==> src/rtl/z80_pkg.sv <==
// Shared types and constants for the Z80 LD IX/IY,nn fetch sequencer.
package z80_pkg;

    typedef enum logic [2:0] {
        StIdle,
        StFPfx,
        StFOp,
        StFNl,
        StFNh,
        StWrite,
        StAbort
    } state_e;

    localparam logic [7:0] PfxDd   = 8'hDD;
    localparam logic [7:0] PfxFd   = 8'hFD;
    localparam logic [7:0] OpLdNn  = 8'h21;
    localparam logic [3:0] InsnLen = 4'd4;

    // Byte offset from the instruction base fetched in each fetch state.
    function automatic logic [1:0] fetch_offset(input state_e st);
        case (st)
            StFOp:   fetch_offset = 2'd1;
            StFNl:   fetch_offset = 2'd2;
            StFNh:   fetch_offset = 2'd3;
            default: fetch_offset = 2'd0;
        endcase
    endfunction

endpackage

==> src/rtl/z80_ixiy_ld_seq.sv <==
// Fetches and executes LD IX,nn (DD 21 lo hi) / LD IY,nn (FD 21 lo hi).
// Optional trace port enabled by defining Z80FI_EN.
module z80_ixiy_ld_seq
    import z80_pkg::*;
(
    input  logic        clk,
    input  logic        reset_n,
    input  logic        start,
    input  logic [15:0] ip_in,
    output logic        mem_rd,
    output logic [15:0] mem_addr,
    input  logic        mem_ack,
    input  logic [7:0]  mem_data,
    output logic        busy,
    output logic        reg_wr,
    output logic        reg_sel,
    output logic [15:0] reg_wdata,
    output logic [15:0] ip_out,
    output logic        done,
`ifdef Z80FI_EN
    output logic        illegal,
    output logic        z80fi_valid,
    output logic [31:0] z80fi_insn,
    output logic [3:0]  z80fi_insn_len
`else
    output logic        illegal
`endif
);

    state_e      state_q, state_d;
    logic [15:0] base_q, base_d;
    logic [7:0]  nl_q, nl_d;
    logic        reg_sel_q, reg_sel_d;
    logic [15:0] reg_wdata_q, reg_wdata_d;
    logic [15:0] ip_out_q, ip_out_d;
`ifdef Z80FI_EN
    logic [31:0] insn_q, insn_d;
    logic [3:0]  insn_len_q, insn_len_d;
`endif

    always_ff @(posedge clk or negedge reset_n) begin
        if (!reset_n) begin
            state_q     <= StIdle;
            base_q      <= 16'h0;
            nl_q        <= 8'h0;
            reg_sel_q   <= 1'b0;
            reg_wdata_q <= 16'h0;
            ip_out_q    <= 16'h0;
`ifdef Z80FI_EN
            insn_q      <= 32'h0;
            insn_len_q  <= 4'h0;
`endif
        end else begin
            state_q     <= state_d;
            base_q      <= base_d;
            nl_q        <= nl_d;
            reg_sel_q   <= reg_sel_d;
            reg_wdata_q <= reg_wdata_d;
            ip_out_q    <= ip_out_d;
`ifdef Z80FI_EN
            insn_q      <= insn_d;
            insn_len_q  <= insn_len_d;
`endif
        end
    end

    always_comb begin
        state_d     = state_q;
        base_d      = base_q;
        nl_d        = nl_q;
        reg_sel_d   = reg_sel_q;
        reg_wdata_d = reg_wdata_q;
        ip_out_d    = ip_out_q;
`ifdef Z80FI_EN
        insn_d      = insn_q;
        insn_len_d  = insn_len_q;
`endif
        mem_rd      = 1'b0;
        mem_addr    = 16'h0;

        unique case (state_q)
            StIdle: begin
                if (start) begin
                    base_d  = ip_in;
                    state_d = StFPfx;
                end
            end
            StFPfx: begin
                mem_rd = 1'b1;
                if (mem_ack) begin
                    if (mem_data == PfxDd || mem_data == PfxFd) begin
                        reg_sel_d = mem_data[5];
                        state_d   = StFOp;
                    end else begin
                        ip_out_d = base_q;
                        state_d  = StAbort;
                    end
                end
            end
            StFOp: begin
                mem_rd = 1'b1;
                if (mem_ack) begin
                    if (mem_data == OpLdNn) begin
                        state_d = StFNl;
                    end else begin
                        ip_out_d = base_q;
                        state_d  = StAbort;
                    end
                end
            end
            StFNl: begin
                mem_rd = 1'b1;
                if (mem_ack) begin
                    nl_d    = mem_data;
                    state_d = StFNh;
                end
            end
            StFNh: begin
                mem_rd = 1'b1;
                if (mem_ack) begin
                    // Result registers load here so they are valid throughout WRITE.
                    reg_wdata_d = {mem_data, nl_q};
                    ip_out_d    = base_q + 16'd4;
`ifdef Z80FI_EN
                    insn_d      = {mem_data, nl_q, OpLdNn, reg_sel_q ? PfxFd : PfxDd};
                    insn_len_d  = InsnLen;
`endif
                    state_d     = StWrite;
                end
            end
            StWrite: state_d = StIdle;
            StAbort: state_d = StIdle;
            default: state_d = StIdle;
        endcase

        if (mem_rd) begin
            mem_addr = base_q + {14'd0, fetch_offset(state_q)};
        end
    end

    assign busy      = (state_q != StIdle);
    assign reg_wr    = (state_q == StWrite);
    assign done      = (state_q == StWrite);
    assign illegal   = (state_q == StAbort);
    assign reg_sel   = reg_sel_q;
    assign reg_wdata = reg_wdata_q;
    assign ip_out    = ip_out_q;

`ifdef Z80FI_EN
    assign z80fi_valid    = (state_q == StWrite);
    assign z80fi_insn     = insn_q;
    assign z80fi_insn_len = insn_len_q;
`endif

endmodule

==> config.mk <==
export PLATFORM = sky130hd
export DESIGN_NAME = z80_ixiy_ld_seq
export DESIGN_NICKNAME = d
export VERILOG_FILES = /design/src/rtl/z80_pkg.sv /design/src/rtl/z80_ixiy_ld_seq.sv
export SDC_FILE = /design/constraint.sdc
export NUM_CORES = 1
export LEC_CHECK = 0
export BUFFER_PORTS_ARGS = -buffer_cell sky130_fd_sc_hd__buf_4
export CORE_ASPECT_RATIO = 1.75
export CORE_MARGIN = 4
export CORE_UTILIZATION = 44
export CTS_CLUSTER_SIZE = 8
export DETAILED_ROUTE_END_ITERATION = 8
export PLACE_DENSITY = 0.69
export SYNTH_ARGS = -nofsm -noshare
export SYNTH_HDL_FRONTEND = slang
export SYNTH_SLANG_ARGS = --single-unit
==> constraint.sdc <==
create_clock -name clk -period 3.3 [get_ports clk]
set_input_delay 0.33 -clock clk [delete_from_list [all_inputs] [get_ports clk]]
set_output_delay 0.33 -clock clk [all_outputs]
set_load 0.02 [all_outputs]
Word level (Yosys, flattened, before mapping)
Index checks and enable logic that the tools add are counted.

Bits in registers: 60. Input port bits: 28. Output and inout port bits: 54. Word-level logic and storage cells: 53.

Add/subtract/negate cells: 2. Equality and inequality tests: 16. Multiplexer cells: 18. Reductions and logical operators: 11.

Operator list (count): 2-to-1 mux 16 bit (6); one-hot mux 16 bit (3 select lines) (1); 2-to-1 mux 3 bit (7); adder 16 x 2 -> 16 bit (1); adder 16 x 3 -> 16 bit (second input constant) (1); equality test 8 bit (second input constant) (2); one-hot mux 3 bit (5 select lines) (1); inequality test 2 bit (second input constant) (7); equality test 3 bit (second input constant) (3); equality test 8 x 6 -> 1 bit (second input constant) (1); equality test 3 x 2 -> 1 bit (second input constant) (2); one-hot mux 2 bit (3 select lines) (1); AND reduction 2 bit (3); AND reduction 6 bit (1); nonzero test 3 bit (2); AND reduction 5 bit (1); OR reduction 4 bit (1); equality test 3 x 1 -> 1 bit (second input constant) (1); zero test 3 bit (1); AND reduction 3 bit (1); 2-to-1 mux 2 bit (1); logical OR 1 bit (1); 2-to-1 mux 1 bit (1).

Depth between registers and ports, before layout
Gate-level depths: netlist of run 1.

Depth after elaboration: 6. Mapped depth: 9. Depth with buffers taken out: 8.

Worst setup path before layout of run 1
No wires, ideal clock.

Path type: flip-flop to output port. From: register state_q[0]. To: output mem_addr[10]. Arrival time: 2.435 ns. Data required time: 2.970 ns. Setup slack: 0.535 ns. Cell stages (with the launch flop): 9. Buffers on the path: 1. Cells stage by stage: dfrtp_1 nor3b_2 o21bai_1 fa_1 nand2_1 or2_2 clkbuf_1 or3_1 a21oi_1.

Longest elaborated chain between the ends: 5. Elaborated cells between the ends (all ways): 10. Those cells by class: add/sub: 1; eq/ne: 4; mux: 4; reduce/logical: 1.

Ends and longest elaborated chain: start: declaration (line z80_ixiy_ld_seq.sv:30) `state_e state_q, state_d;`; start signal: assignment (line z80_ixiy_ld_seq.sv:43) `state_q <= StIdle;`; start signal: assignment (line z80_ixiy_ld_seq.sv:54) `state_q <= state_d;`; equality test 3 bit or equality test 3 x 2 -> 1 bit (tied branches) (line z80_pkg.sv:21, z80_ixiy_ld_seq.sv:81); one-hot mux 2 bit (3 select lines) (line z80_pkg.sv:21) `case (st)`; 2-to-1 mux 2 bit (line z80_ixiy_ld_seq.sv:136) `if (mem_rd) begin`; adder 16 x 2 -> 16 bit (line z80_ixiy_ld_seq.sv:137) `mem_addr = base_q + {14'd0, fetch_offset(state_q)};`; 2-to-1 mux 16 bit * (line z80_ixiy_ld_seq.sv:136); end: declaration (line z80_ixiy_ld_seq.sv:11) `output logic [15:0] mem_addr,`.

Every way passes the cells marked *; elsewhere a longest branch is shown, timed or not. The select of a mux whose other input is x is not followed.

Final worst setup path of run 1
From: register state_q[0]. To: output mem_addr[12].

Same word-level chain as after synthesis.

==> reports/qor.yml, run 1 <==
critical_path:
  setup.worst_path.class: "reg -> out"
  path_max_fanout: 14
  cp_top_family: "simple AND/OR/NAND/NOR gates"
  r2r_setup_slack_ps: 1050
  cp.required_ps: 2970
  cp-start-kind: "register"
  critPathBufInv: 1
  end_kind: "output port"
  crit_arrival_ps: 2700
  cpPeakStageDelay_ps: 530
  cpMaxStageDelayCell: "dfrtp_1"
  path_cells: "nor3b_2 -> o21bai_1 -> fa_1 -> nand2_1 -> or2_2 -> or3_1 -> a21oi_1 -> buf_4"
floorplanning:
  ioPinCount: 82
  rows: 39
  die_width_um: 70.8
  die_area_mm2: 0.00836
  core_area_mm2: 0.00664
  start_util_pct: 45.8
  fp.dieH_um: 118
layout:
  fillerInstances: 575
  final_layout_size_suffix_gt1_share_pct: 50.0
  antennaDiodeCount: 0
  syn2layout_area_growth_pct: 32.3
  fin_cells: 430
  layout.nets: 375
  stdcell_area_mm2: 0.00402
clock_tree:
  clk_pin_slew_ps: 50
  numCtsBuffers: 9
  cts_root_buffer: "clkbuf_16"
  tritoncts: "yes"
  cts.sinks: 60
  cts_buffer_depth: 2
  h-tree-depth: 3
  clkLatencyLatePin_ps: 320
  cts_hold_buf: 0
detailed_routing:
  viasPerCell: 5.13
  drc: 0
  wl_per_cell_um: 15.7
  num_vias: 2208
  postRouteAntennaNets: 0
  first_pass_iters: 4
  wirelength_mm: 6.75
  drt_first_iter_violations: 59
synthesis:
  yosysTopAreaCellShare_pct: 49.4
  post_synth_num_cell_types: 38
  syn_nets: 290
  synth-edff-count: 0
  synth_ff_type: "dfrtp_1"
  seq_area_frac_synth_pct: 49.4
  syn_area_per_cell_um2: 11.8
  ys_top_cells_by_area: "dfrtp_1 (49%), mux2_2 (21%), xor2_1 (4.0%)"
  synth-async-reset-ratio_pct: 100
  yosys_warnings: 0
  synth_top_cell_by_area: "dfrtp_1"
  synthCells: 258
  synthesis.area_mm2: 0.00304
  ys_seq_elements: 60
sta:
  max_freq_mhz: 330
  fin_skew_ps: 1.88
  setup_tns_ps: 0
  rsz0062_at_grt: "false"
  hold_viol: 0
  finalSetupViolCount: 0
  fin_crit_ps: 3030
  relSlewSlack_pct: 49.6
  tightest_slew_ps: 756
  finalCritPeriodShare_pct: 91.9
  drv_slew: 0
grt:
  grt.total_usage_pct: 16.9
  grt_max_degree: 61
  grt_pass1_wl_mm: 11.1
  grt_pass1_vias: 2276
  overflow: 0
  antenna_found_initial: 0
placed_design:
  portBuffers: 81
  placedCellCount: 408
  place_area_mm2: 0.00370
  gp_congestion: 0.801
  dp_hpwl_mm: 5.08
pwr:
  worst_ir_drop_vdd_v: 0.000468
  power.density_mw_per_mm2: 1140
  p_leak_nw: 1.84
run_status:
  status: "completed"
hold_path:
  worstHoldPathType: "in -> async"
job:
  drv_cap: 0
worst reg2reg max path, delay by kind of cell (launching register included):
family,cells,cell delay [ps]
buffers and inverters,1,300
DFF,1,530
muxes,1,350
and+or+nand+nor,2,950
placed cells by master (no fill, tap or decap), types with 2 or more instances in the layout:
| cell | synthesis | routed |
|---|---|---|
| clkinv_2 | 0 | 4 |
| xnor2_1 | 12 | 12 |
| o21ai_0 | 6 | 6 |
| buf_4 | 1 | 91 |
| nand2b_1 | 3 | 3 |
| nand2_1 | 19 | 19 |
| xor2_1 | 14 | 14 |
| nand4_1 | 5 | 5 |
| mux2_2 | 58 | 58 |
| inv_1 | 2 | 2 |
| and4_1 | 2 | 2 |
| dfrtp_2 | 0 | 2 |
| ha_1 | 3 | 2 |
| and3_1 | 5 | 5 |
| a21oi_1 | 5 | 5 |
| or2_2 | 4 | 4 |
| clkbuf_16 | 0 | 9 |
| nor3_1 | 2 | 2 |
| dfrtp_1 | 60 | 58 |
| or3_1 | 5 | 5 |
| nor2_1 | 18 | 18 |
| nand3_1 | 2 | 2 |
| and3b_1 | 2 | 2 |
cells by family (layout without fill, tap and decap cells):
logic type      Yosys count  after routing  synth area share, %
simple gates             74             74                 13.0
flops                    60             60                 49.4
mux                      59             59                 21.8
xor+xnor                 26             26                 7.49
buf+inv                  19            109                 2.80
compound gates           16             16                 3.62
fa+ha+maj                 4              4                 1.89
power breakdown:
group,switching [mW],internal [mW]
clock network,0.315,0.522
registers,0.360,1.11
logic,1.12,1.17
stage by stage:
| stage | util, % | hold WS (ps) | total power, mW | setup WS (ps) |
|---|---|---|---|---|
| final | 60.6 | 72.2 | 4.60 | 267 |
| after global routing | 60.6 | 136 | 4.91 | 13.1 |
| after CTS | 59.9 | 110 | 4.61 | 175 |
| after detailed placement | 55.8 | 456 | 3.75 | 520 |
| after global placement | 55.8 | 451 | 3.71 | 622 |
| after floorplan | - | 34.4 | 2.88 | 535 |
registers in the layout, summed over array words and instances (netlist names):
| register | flops |
|---|---|
| reg_wdata | 16 |
| base_q | 16 |
| state_q | 3 |
| nl_q | 8 |
| reg_sel | 1 |
| ip_out | 16 |
synthesized netlist by cell type, types with 2 or more instances:
library cell and count:
a21oi_1 5, and3_1 5, and3b_1 2, and4_1 2
buf_1 2, buf_2 2, clkbuf_1 11, dfrtp_1 60
ha_1 3, inv_1 2, mux2_2 58, nand2_1 19
nand2b_1 3, nand3_1 2, nand4_1 5, nor2_1 18
nor3_1 2, o21ai_0 6, or2_2 4, or3_1 5
xnor2_1 12, xor2_1 14
path summary, 6_finish.rpt:
path / startpoint / depth (start not counted) / endpoint
max: state_q[0]$_DFFE_PN0P_ / 8 / mem_addr[12]
min: reset_n / 1 / ip_out[7]$_DFFE_PN0P_
max reg2reg: state_q[0]$_DFFE_PN0P_ / 4 / base_q[0]$_DFFE_PN0P_
min reg2reg: ip_out[11]$_DFFE_PN0P_ / 1 / ip_out[11]$_DFFE_PN0P_
max in group asynchronous: reset_n / 1 / state_q[1]$_DFFE_PN0P_
min in group clk: ip_in[2] / 2 / base_q[2]$_DFFE_PN0P_
routing by layer:
metal	routed length (um)	track usage (%)
met1	2560	19.2
met2	3570	29.0
met3	468	5.13
met4	146	7.06
met5	0	0
layout make-up:
class / count / area (um^2) / share of cell area [%]
clock inverter: 5 / 27.5 / 0.684
multi-input combinational: 179 / 1460 / 36.2
clock buffer: 11 / 243 / 6.03
timing repair buffer: 91 / 683 / 17.0
inverter: 2 / 7.51 / 0.187
tap: 82 / 103 / 2.55
sequential: 60 / 1500 / 37.4
timing repair:
item | in CTS | in global routing
endpoints found under the setup margin | 0 | 3
setup buffers | 0 | 6
resized for setup | 0 | 3
No activity file was read; power rests on OpenSTA's default activity.
==> inputs of run 2 (changes only) <==
--- a/config.mk
+++ b/config.mk
@@ -12,6 +12,7 @@
 export CTS_CLUSTER_SIZE = 8
 export DETAILED_ROUTE_END_ITERATION = 8
 export PLACE_DENSITY = 0.69
+export REMOVE_ABC_BUFFERS = 1
 export SYNTH_ARGS = -nofsm -noshare
 export SYNTH_HDL_FRONTEND = slang
 export SYNTH_SLANG_ARGS = --single-unit
==> reports/qor.yml, run 2 (same netlist as run 1, synthesis figures left out) <==
run_status:
  status: "completed"
detailed_routing:
  num_vias: 2193
  viasPerCell: 5.18
  first_pass_iters: 4
  postRouteAntennaNets: 0
  drc: 0
  wl_per_cell_um: 16.1
  wirelength_mm: 6.79
  drt_first_iter_violations: 73
sta:
  fin_skew_ps: 3.24
  max_freq_mhz: 331
  tightest_slew_ps: 763
  holdWs_ps: 75.2
  drv_slew: 0
  relSlewSlack_pct: 49.1
  hold_viol: 0
  setup_tns_ps: 0
  rsz0062_at_grt: "false"
  finalSetupViolCount: 0
  finalCritPeriodShare_pct: 91.4
  fin_crit_ps: 3020
clock_tree:
  cts_resized: 0
  clk_pin_slew_ps: 50
  cts_hold_buf: 0
  h-tree-depth: 3
  cts.sinks: 60
  clkLatencyLatePin_ps: 320
  tritoncts: "yes"
  cts_root_buffer: "clkbuf_16"
  cts_buffer_depth: 2
  numCtsBuffers: 9
  cts_setup_buffers: 0
critical_path:
  path_max_fanout: 14
  cp-start-kind: "register"
  cpPeakStageDelay_ps: 490
  cpMaxStageDelayCell: "dfrtp_2"
  end_kind: "output port"
  critPathBufInv: 1
  setup.worst_path.class: "reg -> out"
  r2r_setup_slack_ps: 1170
  path_cells: "xnor2_1 -> nor2_1 -> ha_1 -> fa_1 -> nand2_1 -> or2_2 -> or3_1 -> a21oi_1 -> buf_4"
  cp_top_family: "simple AND/OR/NAND/NOR gates"
  cp.required_ps: 2970
  crit_arrival_ps: 2690
floorplanning:
  start_util_pct: 45.8
  rows: 39
  ioPinCount: 82
  fp.dieH_um: 118
  die_area_mm2: 0.00836
  die_width_um: 70.8
  core_area_mm2: 0.00664
layout:
  mostFrequentLayoutCells: "buf_4 (85), mux2_2 (58), dfrtp_1 (58)"
  layout.nets: 369
  stdcell_area_mm2: 0.00398
  fin_cells: 423
  final_layout_size_suffix_gt1_share_pct: 48.4
  final_common_cell: "buf_4"
  syn2layout_area_growth_pct: 30.8
  antennaDiodeCount: 0
grt:
  grt_max_degree: 61
  overflow: 0
  grt_pass1_vias: 2376
  antenna_found_initial: 0
  grt_pass1_wl_mm: 11.4
  grt.total_usage_pct: 17.5
hold_path:
  worstHoldPathType: "in -> async"
job:
  drv_cap: 0
pwr:
  p_int_mw: 2.78
  p_comb_share_pct: 49.3
  p_switching_mw: 1.78
  worst_ir_drop_vdd_v: 0.000600
  clock_power_share_pct: 18.4
  power.density_mw_per_mm2: 1150
  swShare_pct: 39.1
  seq_power_share_pct: 32.3
  p_leak_nw: 1.81
placed_design:
  placedCellCount: 408
  dp_hpwl_mm: 5.13
  gp_congestion: 0.783
  place_area_mm2: 0.00370
  portBuffers: 81
## run 2: cell types whose count changed in the layout (fill, tap and decap cells not counted), sizes merged
cell | previous run | this run
buf | 91 | 85
clkbuf | 11 | 13
clkinv | 4 | 2
clkinvlp | 1 | 0
## run 2: worst reg2reg max path: stages (launching register included)
cell     delay [ps]
dfrtp_1         520
nor3b_2         260
buf_4           190
and2_1          630
mux2_2          420
## run 2: path summary, 6_finish.rpt
kind                                   startpoint                   endpoint  depth (start not counted)
max                        state_q[1]$_DFFE_PN0P_               mem_addr[14]                          9
min                                       reset_n      ip_out[9]$_DFFE_PN0P_                          1
max reg2reg                state_q[0]$_DFFE_PN0P_  reg_wdata[10]$_DFFE_PN0P_                          4
min reg2reg                   nl_q[2]$_DFFE_PN0P_        nl_q[2]$_DFFE_PN0P_                          1
max in group asynchronous                 reset_n     state_q[2]$_DFFE_PN0P_                          1
min in group clk                         ip_in[4]      base_q[4]$_DFFE_PN0P_                          2
## run 2: layout make-up
cell class,instances,area (um^2)
Clock buffer,13,260
Inverter,2,7.51
Clock inverter,2,10.0
Tap cell,82,103
Sequential cell,60,1500
Fill cell,590,2660
Timing Repair Buffer,85,638
Multi-Input combinational cell,179,1450
## run 2: stage by stage
step | power (mW) | util, % | setup WS, ps
finish | 4.56 | 59.9 | 282
global route | 4.90 | 59.9 | 56.7
CTS | 4.64 | 59.9 | 188
detailed placement | 3.78 | 55.8 | 543
global placement | 3.72 | 55.8 | 637
floorplan | 2.82 | - | 451
## run 2: power groups by stage
stage	Clock (mW)	Combinational (mW)	Sequential (mW)
global route	0.903	2.44	1.55
finish	0.842	2.25	1.47
floorplan	0	1.18	1.64
global placement	0	2.26	1.47
CTS	0.864	2.30	1.48
detailed placement	0	2.29	1.49
## run 2: layer usage
layer | vias up | global-route usage, % | share of wire [%]
li1 | 1049 | - | -
met1 | 1064 | 18.6 | 37
met2 | 70 | 30.8 | 54
met3 | 10 | 6.67 | 6.8
met4 | 0 | 6.24 | 1.6
met5 | - | 0 | 0
